[src/rtl/bus_invert_pkg.sv]
// bus_invert_pkg: shared types, constants and the bus-invert decode helper.
//   INV_FLAG_W   width of the inversion flag carried alongside each word
//   MAX_W        widest data word the decode helper handles
//   skid_state_t occupancy of the 2-entry skid buffer
//   decode()     restores the true word from a coded word and its inv flag
package bus_invert_pkg;

    localparam int INV_FLAG_W = 1;
    localparam int MAX_W      = 64;

    typedef enum logic [1:0] {EMPTY, ONE, FULL} skid_state_t;

    // Callers zero-extend into MAX_W and truncate the result back to their width;
    // the inverted upper bits are discarded by that truncation.
    function automatic logic [MAX_W-1:0] decode(input logic [MAX_W-1:0] data,
                                                input logic [INV_FLAG_W-1:0] inv);
        return inv[0] ? ~data : data;
    endfunction

endpackage

[src/rtl/bi_skid_buffer.sv]
// bi_skid_buffer: 2-entry FIFO skid buffer behind a valid/ready handshake.
//   clk        rising-edge clock
//   reset      synchronous active-high reset, discards buffered words
//   in_data    word to store on push
//   in_valid   upstream word valid
//   in_ready   space available (registered state only, low during reset)
//   out_data   head entry
//   out_valid  buffer not empty
//   out_ready  downstream accepts the head entry
module bi_skid_buffer
    import bus_invert_pkg::*;
#(
    parameter int W = 8
) (
    input  logic         clk,
    input  logic         reset,
    input  logic [W-1:0] in_data,
    input  logic         in_valid,
    output logic         in_ready,
    output logic [W-1:0] out_data,
    output logic         out_valid,
    input  logic         out_ready
);

    skid_state_t  state;
    skid_state_t  state_nx;
    logic [W-1:0] mem [2];
    logic         wr_ptr;
    logic         rd_ptr;
    logic         push;
    logic         pop;

    assign in_ready  = (state != FULL) & ~reset;
    assign out_valid = (state != EMPTY);
    assign out_data  = mem[rd_ptr];
    assign push      = in_valid & in_ready;
    assign pop       = out_valid & out_ready;

    always_comb begin
        state_nx = state;
        case (state)
            EMPTY:   state_nx = push ? ONE : EMPTY;
            ONE:     state_nx = (push & ~pop) ? FULL : (pop & ~push) ? EMPTY : ONE;
            FULL:    state_nx = pop ? ONE : FULL;
            default: state_nx = EMPTY;
        endcase
    end

    always_ff @(posedge clk) begin
        if (reset) begin
            state  <= EMPTY;
            wr_ptr <= 1'b0;
            rd_ptr <= 1'b0;
            mem    <= '{default: '0};
        end else begin
            state <= state_nx;
            if (push) begin
                mem[wr_ptr] <= in_data;
                wr_ptr      <= ~wr_ptr;
            end
            if (pop)
                rd_ptr <= ~rd_ptr;
        end
    end

endmodule

[src/rtl/bus_invert_rx.sv]
// bus_invert_rx: bus-invert link receiver; decodes words, buffers them, counts inversions.
//   clk        rising-edge clock
//   reset      synchronous active-high reset
//   in_data    coded word from the bus
//   in_inv     1 = in_data is inverted
//   in_valid   upstream word valid
//   in_ready   block can accept a word this cycle
//   out_data   decoded (true) word
//   out_valid  out_data valid
//   out_ready  downstream accepts out_data
//   inv_count  saturating count of accepted inverted words
//   in_par     even-parity bit over {in_inv,in_data}   (BUS_INVERT_PARITY_EN only)
//   par_err    sticky parity error, cleared by reset   (BUS_INVERT_PARITY_EN only)
module bus_invert_rx
    import bus_invert_pkg::*;
#(
    parameter int W  = 8,
    parameter int CW = 16
) (
    input  logic                  clk,
    input  logic                  reset,
    input  logic [W-1:0]          in_data,
    input  logic [INV_FLAG_W-1:0] in_inv,
    input  logic                  in_valid,
    output logic                  in_ready,
    output logic [W-1:0]          out_data,
    output logic                  out_valid,
    input  logic                  out_ready,
    output logic [CW-1:0]         inv_count
`ifdef BUS_INVERT_PARITY_EN
    ,
    input  logic                  in_par,
    output logic                  par_err
`endif
);

    logic         push;
    logic [W-1:0] decoded;

    assign push    = in_valid & in_ready;
    assign decoded = W'(decode(MAX_W'(in_data), in_inv));

    bi_skid_buffer #(.W(W)) u_buf (
        .clk       (clk),
        .reset     (reset),
        .in_data   (decoded),
        .in_valid  (in_valid),
        .in_ready  (in_ready),
        .out_data  (out_data),
        .out_valid (out_valid),
        .out_ready (out_ready)
    );

    // Saturates at all-ones so long-running statistics never wrap to a small value.
    always_ff @(posedge clk) begin
        if (reset)
            inv_count <= '0;
        else if (push && in_inv[0] && !(&inv_count))
            inv_count <= inv_count + 1'b1;
    end

`ifdef BUS_INVERT_PARITY_EN
    always_ff @(posedge clk) begin
        if (reset)
            par_err <= 1'b0;
        else if (push && (^{in_par, in_inv, in_data}))
            par_err <= 1'b1;
    end
`endif

endmodule

[config.mk]
export PLATFORM = sky130hd
export DESIGN_NAME = bus_invert_rx
export DESIGN_NICKNAME = d
export VERILOG_FILES = /design/src/rtl/bus_invert_pkg.sv /design/src/rtl/bi_skid_buffer.sv /design/src/rtl/bus_invert_rx.sv
export SDC_FILE = /design/constraint.sdc
export NUM_CORES = 1
export LEC_CHECK = 0
export CORE_MARGIN = 2
export CORE_UTILIZATION = 45
export DETAILED_ROUTE_END_ITERATION = 10
export PLACE_DENSITY = 0.72
export SLEW_MARGIN = 20
export SYNTH_ARGS = -nofsm -noshare
export SYNTH_HDL_FRONTEND = slang
export SYNTH_SLANG_ARGS = --single-unit
[constraint.sdc]
create_clock -name clk -period 2.03 [get_ports clk]
set_clock_uncertainty 0.2 [all_clocks]
set_input_delay 0.406 -clock clk [delete_from_list [all_inputs] [get_ports clk]]
set_output_delay 0.406 -clock clk [all_outputs]
set_load 0.01 [all_outputs]
==> reports/qor.txt <==
Row count = 22
TritonCTS clock tree = yes
Distinct cells, synth = 35
Final #Nets = 250
Synth area leader = dfxtp_1
Layout area overhead = 34.3%
Die Y = 66.5 microns
Initial antenna violation count = 0
Share of layout cells above drive strength 1 = 17.4%
Clock Path Buffers = 2
Worst-case reg-to-reg path depth = 6
Power Density = 677 mW/mm^2
Setup TNS = 0 ns
Crit path capture = out_data[3]
IO Port Bufs = 38
I/O pins = 39
Final GP Congestion = 0.765
RR Endpoint = inv_count[5]
Startpoint Class = flop
Slew headroom = 74.5%
Fin area = 0.00236 sq mm
Global-route wire length before repair = 6.24 mm
Critical path origin = u_buf.rd_ptr
Max Cap Viol = 0
P_int = 1220 uW
Initial core utilization = 47.4%
Antenna violation net count after detailed routing = 0
Warnings, synthesis = 0
Pre-antenna DRT Iters = 4
Worst-Skew Late Latency = 0.29 ns
Fill count = 330
Worst hold path class = flop to flop
Syn_area_per_cell = 9.31 sq um
Peak Freq = 0.506 GHz
Critical Path RT = 1.42 ns
VDD IR-drop max = 0.465 mV
Number of sinks on the clock net = 36
Combinational Power Share = 14.5%
Vias/cell = 5.22
LEAKAGE = 0.000882 uW
CP arrival = 1.37 ns
Tot GR Track Use = 18.5%
Number of global-route vias before repair = 1346
Net Sw Power = 384 uW
Root Buffer = clkbuf_8
Switching power share of the total = 24.0%
Die W = 66.5 microns
Area contributors post-synth = dfxtp_1 (41%), nor2_1 (6.0%), mux2_2 (5.8%)
Final period util = 97.4%
Core Area = 0.00372 sq mm
Worst Hold Depth = 2
Pin count of the biggest net entering global routing = 38
Clk slew on worst S/H paths = 0.08 ns
H-tree depth = 2
Yosys reg bits = 36
Mapped Nets = 204
DP Wirelength = 2.67 mm
CTS Buf Count = 5
Via count = 1483
Worst hold margin = 0.299 ns
Total congestion overflow = 0
Synth top area share = 40.9%
Final Setup Violations = 0
Register Area = 722 sq um
Crit end category = output pin
Routed wire per std cell = 13.3 microns
Outcome = finished, final reports clean
Area of the multi-input gates = 957 sq um
Seq/Total Area, Yosys = 40.9%
Antenna cells = 0
R2R setup slack = 0.17 ns
DRC marker count from the first detailed-route iteration = 84
Area after DPL = 0.00225 sq mm
Final hold vios = 0
Clock share of power = 38.8%
Critical path class = flop to output pin
Final Critical Period = 1.98 ns
DIE AREA = 0.00443 sq mm
R2R Path Start = inv_count[1]
Crit path max fanout = 9
Mapped Cells = 189
Worst slew pin tran = 0.382 ns
# DRC = 0
RSZ-0062 raised after global routing = false
Post-synth design cell area = 0.00176 sq mm
Routed Wire Length = 3.78 mm
Max-slew violation count = 0
Sequential Power Share = 46.7%
cell usage in the layout (no fill, tap or decap), types with 2 or more instances in the layout:
master | netlist | routed
o21ai_0 | 3 | 3
dfxtp_1 | 36 | 35
nand2_2 | 2 | 2
buf_12 | 0 | 2
ha_1 | 2 | 2
nor2b_1 | 2 | 2
nand3_1 | 7 | 7
a211oi_2 | 2 | 2
dlygate4sd2_1 | 0 | 6
inv_1 | 2 | 2
clkdlybuf4s50_1 | 0 | 27
clkbuf_8 | 0 | 5
a311oi_1 | 8 | 8
nand4_1 | 7 | 7
and4_1 | 4 | 4
clkdlybuf4s15_1 | 0 | 4
xor2_1 | 10 | 10
nand2_1 | 5 | 5
and3_1 | 5 | 5
a21oi_1 | 13 | 13
buf_4 | 0 | 12
nor2_1 | 28 | 28
mux2_2 | 9 | 9
or3_1 | 3 | 3
xnor2_1 | 10 | 10
a211oi_1 | 7 | 7
worst min path at each step:
stage,start,end,slack [ns]
final,u_buf.mem[8],u_buf.mem[8],0.30
after global routing,u_buf.mem[11],u_buf.mem[11],0.33
after CTS,u_buf.mem[11],u_buf.mem[11],0.30
after detailed placement,u_buf.mem[11],u_buf.mem[11],0.29
after global placement,u_buf.mem[11],u_buf.mem[11],0.29
after floorplan,u_buf.mem[10],u_buf.mem[10],0.28
metrics by stage:
step           cells  worst slack [ns]  total power, uW  utilization, %
2_1_floorplan    189             0.295              903               -
3_3_place_gp     275            -0.149             1000            60.5
3_5_place_dp     275            -0.179             1010            60.5
4_1_cts          284           0.00529             1610            63.4
5_1_grt          284          0.000581             1680            63.6
6_report         284            0.0519             1600            63.6
critical path, cell delays in order, from the launching register on:
cell and delay [ns]:
dfxtp_2 0.34, buf_12 0.13, mux2_2 0.33, dlygate4sd2_1 0.28
state kept, by name, summed over array words and instances, names as in the netlist:
name and flops:
u_buf.state 2, u_buf.wr_ptr 1, u_buf.rd_ptr 1, inv_count 16
u_buf.mem 16
layer usage:
layer / global-route usage (%) / vias up / part of all wire (%)
li1: - / 769 / -
met1: 24.9 / 675 / 49
met2: 28.1 / 32 / 46
met3: 3.89 / 7 / 3.3
met4: 8.42 / 0 / 2.0
met5: 0 / - / 0
timing repair:
item                                    CTS  global route
gates resized for setup                  10             6
cloned                                    0             0
hold buffers                              0             0
endpoints found under the setup margin   10             9
pin swaps                                 0             0
buffers inserted                          1             0
area by class of cell:
type,instances,area share (%)
clock inverters,3,1.80
repair buffers,52,21.4
inverters,2,0.318
clock buffers,5,2.91
multi-input cells,138,40.5
well taps,48,2.54
flip-flops and latches,36,30.5
Yosys cell counts:
| library cell | number |
|---|---|
| a311oi_1 | 8 |
| a31oi_1 | 1 |
| and3_1 | 5 |
| buf_1 | 1 |
| nor3_4 | 1 |
| dfxtp_1 | 36 |
| buf_6 | 3 |
| xnor2_1 | 10 |
| buf_2 | 3 |
| or3_1 | 3 |
| nor2b_4 | 1 |
| nor3b_4 | 1 |
| a211oi_2 | 2 |
| nand4_1 | 7 |
| o211ai_1 | 1 |
| o21ai_0 | 3 |
| mux2_2 | 9 |
| xor2_1 | 10 |
| nor2b_1 | 2 |
| o2111ai_2 | 1 |
| a22oi_1 | 1 |
| ha_1 | 2 |
| a21oi_1 | 13 |
| and2_1 | 1 |
| and4_1 | 4 |
| inv_1 | 2 |
| mux2i_1 | 1 |
| or2_2 | 1 |
| nand3_1 | 7 |
| clkbuf_1 | 6 |
| and2b_1 | 1 |
| nand2_2 | 2 |
| a211oi_1 | 7 |
| nor2_1 | 28 |
| nand2_1 | 5 |
cell families (layout without fill, tap and decap cells):
group                    count (synthesis)  count (layout)  synth area share [%]
multiplexers                            10              10                  6.33
XOR/XNOR                                20              20                  9.95
AND/OR/NAND/NOR                         69              69                  21.7
buffers and inverters                   15              62                  4.69
AO/OA/AOI/OAI                           37              37                  15.0
adder cells (fa/ha/maj)                  2               2                  1.42
flip-flops                              36              36                  40.9
power by group through the flow:
stage	clock network [uW]	registers [uW]	logic (uW)
floorplan	0	760	143
CTS	635	747	232
detailed placement	0	763	244
global placement	0	762	241
finish	622	747	232
global route	672	751	252
(Power assumes the default switching activity.)
